File: src/rtl/cmp_pkg.sv
// ----------------------------------------------------------------------------
// cmp_pkg
//   Shared definitions for the registered magnitude comparator.
//
//   rel_t packs the three relation flags as {eq, gt, lt}. A valid result
//   always carries exactly one set bit. REL_NONE is the cleared state seen
//   after reset and before the first sampled operand pair.
// ----------------------------------------------------------------------------
package cmp_pkg;

    // {eq, gt, lt}
    typedef logic [2:0] rel_t;

    localparam rel_t REL_EQ   = 3'b100;
    localparam rel_t REL_GT   = 3'b010;
    localparam rel_t REL_LT   = 3'b001;
    localparam rel_t REL_NONE = 3'b000;

    // Collapses the ripple-chain result into a one-hot relation.
    // Less-than is implied whenever the operands are neither equal nor
    // greater, so it never needs its own chain.
    function automatic rel_t rel_from_chain(input logic eq, input logic gt);
        rel_t rel;
        rel = REL_NONE;
        if (eq) begin
            rel = REL_EQ;
        end else if (gt) begin
            rel = REL_GT;
        end else begin
            rel = REL_LT;
        end
        return rel;
    endfunction

endpackage : cmp_pkg

File: src/rtl/cmp_bit_slice.sv
// ----------------------------------------------------------------------------
// cmp_bit_slice
//   One bit of an MSB-first ripple magnitude comparator.
//
//   Ports
//     a, b     in   operand bits at this position
//     eq_in    in   all more-significant bits were equal
//     gt_in    in   a more-significant bit already decided A > B
//     eq_out   out  equality carried to the next lower bit
//     gt_out   out  greater-than carried to the next lower bit
//
//   Once a higher bit has decided the relation, eq_in drops and this slice
//   can no longer change the outcome; the decision just passes through.
// ----------------------------------------------------------------------------
module cmp_bit_slice (
    input  logic a,
    input  logic b,
    input  logic eq_in,
    input  logic gt_in,
    output logic eq_out,
    output logic gt_out
);

    assign eq_out = eq_in & ~(a ^ b);
    assign gt_out = gt_in | (eq_in & a & ~b);

endmodule : cmp_bit_slice

File: src/rtl/comparator.sv
// ----------------------------------------------------------------------------
// comparator
//   Registered magnitude comparator for two WIDTH-bit operands, unsigned or
//   two's-complement depending on SIGNED. Result flags are one-hot and come
//   straight from flops, so there is no combinational path from A/B to the
//   outputs.
//
//   Parameters
//     WIDTH   operand width in bits (>= 1)
//     SIGNED  0: unsigned compare, 1: two's-complement compare
//
//   Ports
//     clk        in   rising-edge clock
//     rst_n      in   asynchronous active-low reset
//     A, B       in   operands
//     in_valid   in   operands are sampled on a rising edge while high
//     AequalsB   out  registered A == B
//     AgreaterB  out  registered A > B
//     AlessB     out  registered A < B
//     out_valid  out  flags hold the result of a sampled operand pair
//
//   Handshake: in_valid is a one-sided valid with no ready; every rising
//   edge with in_valid high captures A/B, and the result plus out_valid=1
//   appear one cycle later. Edges with in_valid low leave the outputs
//   untouched, so a result stays visible until the next sampled pair.
//   out_valid=1 implies exactly one flag is high; out_valid=0 implies all
//   flags are low.
// ----------------------------------------------------------------------------
module comparator
    import cmp_pkg::*;
#(
    parameter int WIDTH  = 2,
    parameter int SIGNED = 0
) (
    input  logic             clk,
    input  logic             rst_n,
    input  logic [WIDTH-1:0] A,
    input  logic [WIDTH-1:0] B,
    input  logic             in_valid,
    output logic             AequalsB,
    output logic             AgreaterB,
    output logic             AlessB,
    output logic             out_valid
);

    // Flipping the sign bit maps two's-complement order onto unsigned
    // order (most negative -> 0, most positive -> all ones), so a single
    // unsigned chain serves both modes.
    localparam logic [WIDTH-1:0] MSB_MASK =
        (SIGNED != 0) ? (WIDTH'(1) << (WIDTH - 1)) : '0;

    logic [WIDTH-1:0] a_biased;
    logic [WIDTH-1:0] b_biased;

    assign a_biased = A ^ MSB_MASK;
    assign b_biased = B ^ MSB_MASK;

    // ------------------------------------------------------------------
    // Ripple chain, MSB first. Index WIDTH is the seed above the MSB:
    // "equal so far" and "not yet greater". Index 0 is the final verdict.
    // ------------------------------------------------------------------
    logic [WIDTH:0] eq_chain;
    logic [WIDTH:0] gt_chain;

    assign eq_chain[WIDTH] = 1'b1;
    assign gt_chain[WIDTH] = 1'b0;

    for (genvar i = WIDTH - 1; i >= 0; i--) begin : g_slice
        cmp_bit_slice u_slice (
            .a      (a_biased[i]),
            .b      (b_biased[i]),
            .eq_in  (eq_chain[i+1]),
            .gt_in  (gt_chain[i+1]),
            .eq_out (eq_chain[i]),
            .gt_out (gt_chain[i])
        );
    end

    rel_t rel_cmp;

    assign rel_cmp = rel_from_chain(eq_chain[0], gt_chain[0]);

    // ------------------------------------------------------------------
    // Output register
    // ------------------------------------------------------------------
    rel_t rel_d;
    rel_t rel_q;
    logic out_valid_d;
    logic out_valid_q;

    always_comb begin
        rel_d       = rel_q;
        out_valid_d = out_valid_q;
        if (in_valid) begin
            rel_d       = rel_cmp;
            out_valid_d = 1'b1;
        end
    end

    always_ff @(posedge clk or negedge rst_n) begin
        if (!rst_n) begin
            rel_q       <= REL_NONE;
            out_valid_q <= 1'b0;
        end else begin
            rel_q       <= rel_d;
            out_valid_q <= out_valid_d;
        end
    end

    assign AequalsB  = rel_q[2];
    assign AgreaterB = rel_q[1];
    assign AlessB    = rel_q[0];
    assign out_valid = out_valid_q;

endmodule : comparator

File: config.mk
export PLATFORM = sky130hd
export DESIGN_NAME = comparator
export DESIGN_NICKNAME = d
export VERILOG_FILES = /design/src/rtl/cmp_pkg.sv /design/src/rtl/cmp_bit_slice.sv /design/src/rtl/comparator.sv
export SDC_FILE = /design/constraint.sdc
export NUM_CORES = 1
export LEC_CHECK = 0
export CAP_MARGIN = 20
export CORE_AREA = 2 2 39 41
export DETAILED_ROUTE_END_ITERATION = 16
export DIE_AREA = 0 0 41 43
export GPL_TIMING_DRIVEN = 0
export SLEW_MARGIN = 10
export SYNTH_ARGS = -nofsm -noshare
export SYNTH_HDL_FRONTEND = slang
export SYNTH_SLANG_ARGS = --single-unit
File: constraint.sdc
create_clock -name clk -period 1.6 [get_ports clk]
set_input_delay 0.32 -clock clk [delete_from_list [all_inputs] [get_ports clk]]
set_output_delay 0.32 -clock clk [all_outputs]
set_load 0.05 [all_outputs]
# == Word level (Yosys, flattened, before mapping) ==
# Index checks and enable logic that the tools add are counted.
# totals
regBits,4
# classes
muxes,2
bitwise_logic,11
# ops
operator,count
AND 1 bit,4
NOT 1 bit,4
two-way mux 3 bit,1
two-way mux 2 bit,1
bitwise XOR 1 bit,2
bitwise OR 1 bit,1

# == Longest topological paths before layout ==
# logic_depth
depth_word,7
ltp_mapped,5

# == Cells and area by module ==
# Synthesis repeated with hierarchy kept, for this count alone.
# hier_totals
cells_unflattened,21
hier_area_um2,209.0
# modules_own_cells
mod,area_per_inst_um2,cells_each,instances
comparator,156.4,13,1
cmp_bit_slice,26.3,4,2

# == Least setup slack after synthesis ==
# OpenSTA, ideal clock, no wires.
# synth_path
path_kind,in2reg
start,in B[1]
end,reg rel_q[0]
stages,5
path_slack_ns,0.593
arrival_time_ns,0.879
path_buffers,0
required_ns,1.471
cell_sequence,inv_1 -> ha_1 -> inv_1 -> o21ai_0 -> o21ai_0
# synth_via
elab_chain_len,7
elab_cells_between_ends,10
# synth_lines
element,line,source
"start, declared",comparator.sv:38,"input logic [WIDTH-1:0] B,"
bitwise XOR 1 bit,cmp_bit_slice.sv:24,assign eq_out = eq_in & ~(a ^ b);
NOT 1 bit,cmp_bit_slice.sv:24,
AND 1 bit (2 in series),cmp_bit_slice.sv:25,assign gt_out = gt_in | (eq_in & a & ~b);
bitwise OR 1 bit,cmp_bit_slice.sv:25,
two-way mux 2 bit,cmp_pkg.sv:27,end else if (gt) begin
two-way mux 3 bit (*),cmp_pkg.sv:25,if (eq) begin
"end signal, assigned",comparator.sv:105,rel_q <= rel_d;
"end, declared",comparator.sv:87,rel_t rel_q;
# Every way passes the cells marked *; elsewhere a longest branch is shown, timed or not.
# A chain may end at the register's enable or synchronous reset.

# == Worst setup path after layout ==
# layout_path
start,reg rel_q[2]
end,out AequalsB
# layout_lines
element,line,source
"end, declared",comparator.sv:40,"output logic AequalsB,"
# No word-level cell between the ends.

==> flow_summary_export.csv <==
group,metric,value,unit
outcome,outcome,"finished, final reports clean",
setup_path,path_delay_family,"buffers and inverters",
yosys,synthesis.nets,29,
setup_path,crit_path_end_kind,"output port",
timing,clock_skew,0,ps
setup_path,cp_cell_sequence,"dlygate4sd2_1",
clocking,cts_hold_buf,0,
timing,fin_tns_setup,0,ps
die,initial_core_util,14.8,%
yosys,synth_edf_count,0,
global_route,overflow,0,
finish,multi_input_area,90.1,µm²
timing,setup_violations,0,
placed_design,hpwlAfterDp,320,µm
yosys,netlist_instances,21,
routing,wire_per_inst,7.60,µm
setup_path,cp_max_fo,2,
global_route,grt_pass1_wl,621,µm
setup_path,crit_start,"rel_q[2]",
timing,grt_setup_unrepaired,"no",
finish,register_area,100,µm²
clocking,cts.path.max_buffers,2,
die,die_h,43,µm
hold_path,hold_path.class,"input pin to asynchronous set/reset pin",
setup_path,critPathArrivalTime,1100,ps
routing,wirelength_met1,156,µm
yosys,syn_area,205,µm²
routing,dr.pass1.iters,2,
finish,diodes,0,
setup_path,worst-setup-path-type,"flop to output port",
timing,worstMarginPinSlew,488,ps
setup_path,path_buf_inv,1,
yosys,syn_avg_cell_area,9.77,µm²
yosys,synthTopCellsByCount,"dfrtp_1, inv_1, nand2_1, o21ai_0",
finish,final_util,24.8,%
clocking,path_clk_slew,40,ps
setup_path,cp.required,1280,ps
die,core,1380,µm²
yosys,synth_area_leaders,"dfrtp_1, o32ai_2, inv_1, ha_1, o21ai_0",
run,maxCapViolations,0,
clocking,cts_tree,"built",
finish,drive_gt1_share,17.6,%
timing,fmax,705,MHz
timing,period_share,88.6,%
clocking,clk_latency,230,ps
finish,fin_nets,44,
routing,vias,193,
placed_design,place_area,325,µm²
finish,fillers,156,
yosys,synth_top_area_share,48.8,%
global_route,grt_pass1_vias,170,
die,fp.dieW,41,µm
yosys,synth_ff_type,"dfrtp_1",
yosys,ys_async_sr_fraction,100,%
routing,viasPerCell,3.86,
clocking,cts_sinks,4,
yosys,seq_area_frac_synth,48.8,%
routing,drc,0,
yosys,synth_top_area_cell,"dfrtp_1",
global_route,grt_usage,5.94,%
placed_design,port_buffers,10,
clocking,numCtsBuffers,3,
die,die-area,1760,µm²
setup_path,r2r-start,"out_valid",
pwr,power.leakage,0.154,nW
routing,ant_nets,0,
die,ios,11,
yosys,synth-seq-cells,4,
pwr,vdd_drop_max,0.347,mV
timing,final_hold_viol_count,0,
global_route,antenna_found_initial,0,
routing,wl_met3,39,µm
global_route,grt_max_degree,8,
routing,drt_iter0_drc,1,
setup_path,crit_path_top_delay_cell,"dlygate4sd2_1",
yosys,ys_types,13,
timing,period_needed,1420,ps
pwr,pwr_density_cell,942,nW/µm²
timing,relSlewSlack,67.6,%
timing,drv_slew,0,
clocking,h-tree-depth,1,
yosys,synth_warnings,0,
setup_path,slowest_delay,530,ps
finish,area_growth,67.1,%
routing,routed.top_layer,"met3",
placed_design,gp_congestion,0.673,
clocking,root_buffer,"clkbuf_4",
die,rows,14,
routing,wl_met2,184,µm
finish,postLayoutCellArea,343,µm²
setup_path,startpoint_type,"flop",
routing,postRouteWirelength,380,µm
[power breakdown]
part	internal, W	switching [W]	total [W]
Combinational	0.0000335	0.0000532	0.0000867
Clock	0.0000836	0.0000374	0.000121
Sequential	0.000111	0.00000458	0.000115
Total	0.000228	0.0000952	0.000323
[cell type report]
class / count / area share, %
Clock buffer: 3 / 6.57
Tap cell: 16 / 5.84
Timing Repair Buffer: 10 / 27.7
Inverter: 4 / 4.38
Multi-Input combinational cell: 13 / 26.3
Sequential cell: 4 / 29.2
[sequential cells by signal (all words and copies together), names as in the netlist]
signal,cells
out_valid,1
rel_q,3
[kinds of logic after synthesis]
group | count (synthesis) | synth area share [%]
and+or+nand+nor | 7 | 19.5
adders and majority gates | 1 | 6.10
DFF | 4 | 48.8
AOI/OAI and AO/OA | 5 | 18.3
buffers and inverters | 4 | 7.31
[cell usage in the layout (no fill, tap or decap)]
cell             count
a31oi_1              1
and2b_1              1
clkbuf_4             3
clkdlybuf4s50_1      6
dfrtp_1              4
dlygate4sd2_1        4
ha_1                 1
inv_1                4
nand2_1              2
nor2_1               1
nor2b_1              1
nor2b_2              1
o21ai_0              2
o21ai_1              1
o32ai_2              1
or2_2                1
[repair_timing]
item,CTS,global route
endpoints found under the setup margin,4,0
buffers inserted,0,0
resized for setup,4,0
[layer usage]
metal  global-route usage (%)  vias up
met5                        0        -
met4                     2.00        0
met3                     7.85        0
met2                     7.50        7
met1                     5.52       89
li1                         -       97
[path summary, 6_finish.rpt]
path	to	cells past startpoint	slack (ps)
worst max-delay path	AequalsB	1	180
max in group asynchronous	rel_q[2]	1	1140
worst max register to register	out_valid	1	850
worst min register to register	out_valid	1	460
min in group clk	out_valid	1	460
worst min-delay path	rel_q[0]	1	290
[per-stage QoR]
step	power [W]	hold slack, ps	setup WS, ps	cells
after global routing	0.000343	298	137	50
final	0.000323	289	182	50
after floorplan	0.000171	24.4	593	21
after CTS	0.000330	290	168	50
after global placement	0.000211	455	59.4	47
after detailed placement	0.000211	462	49.9	47
(Power assumes the default switching activity.)
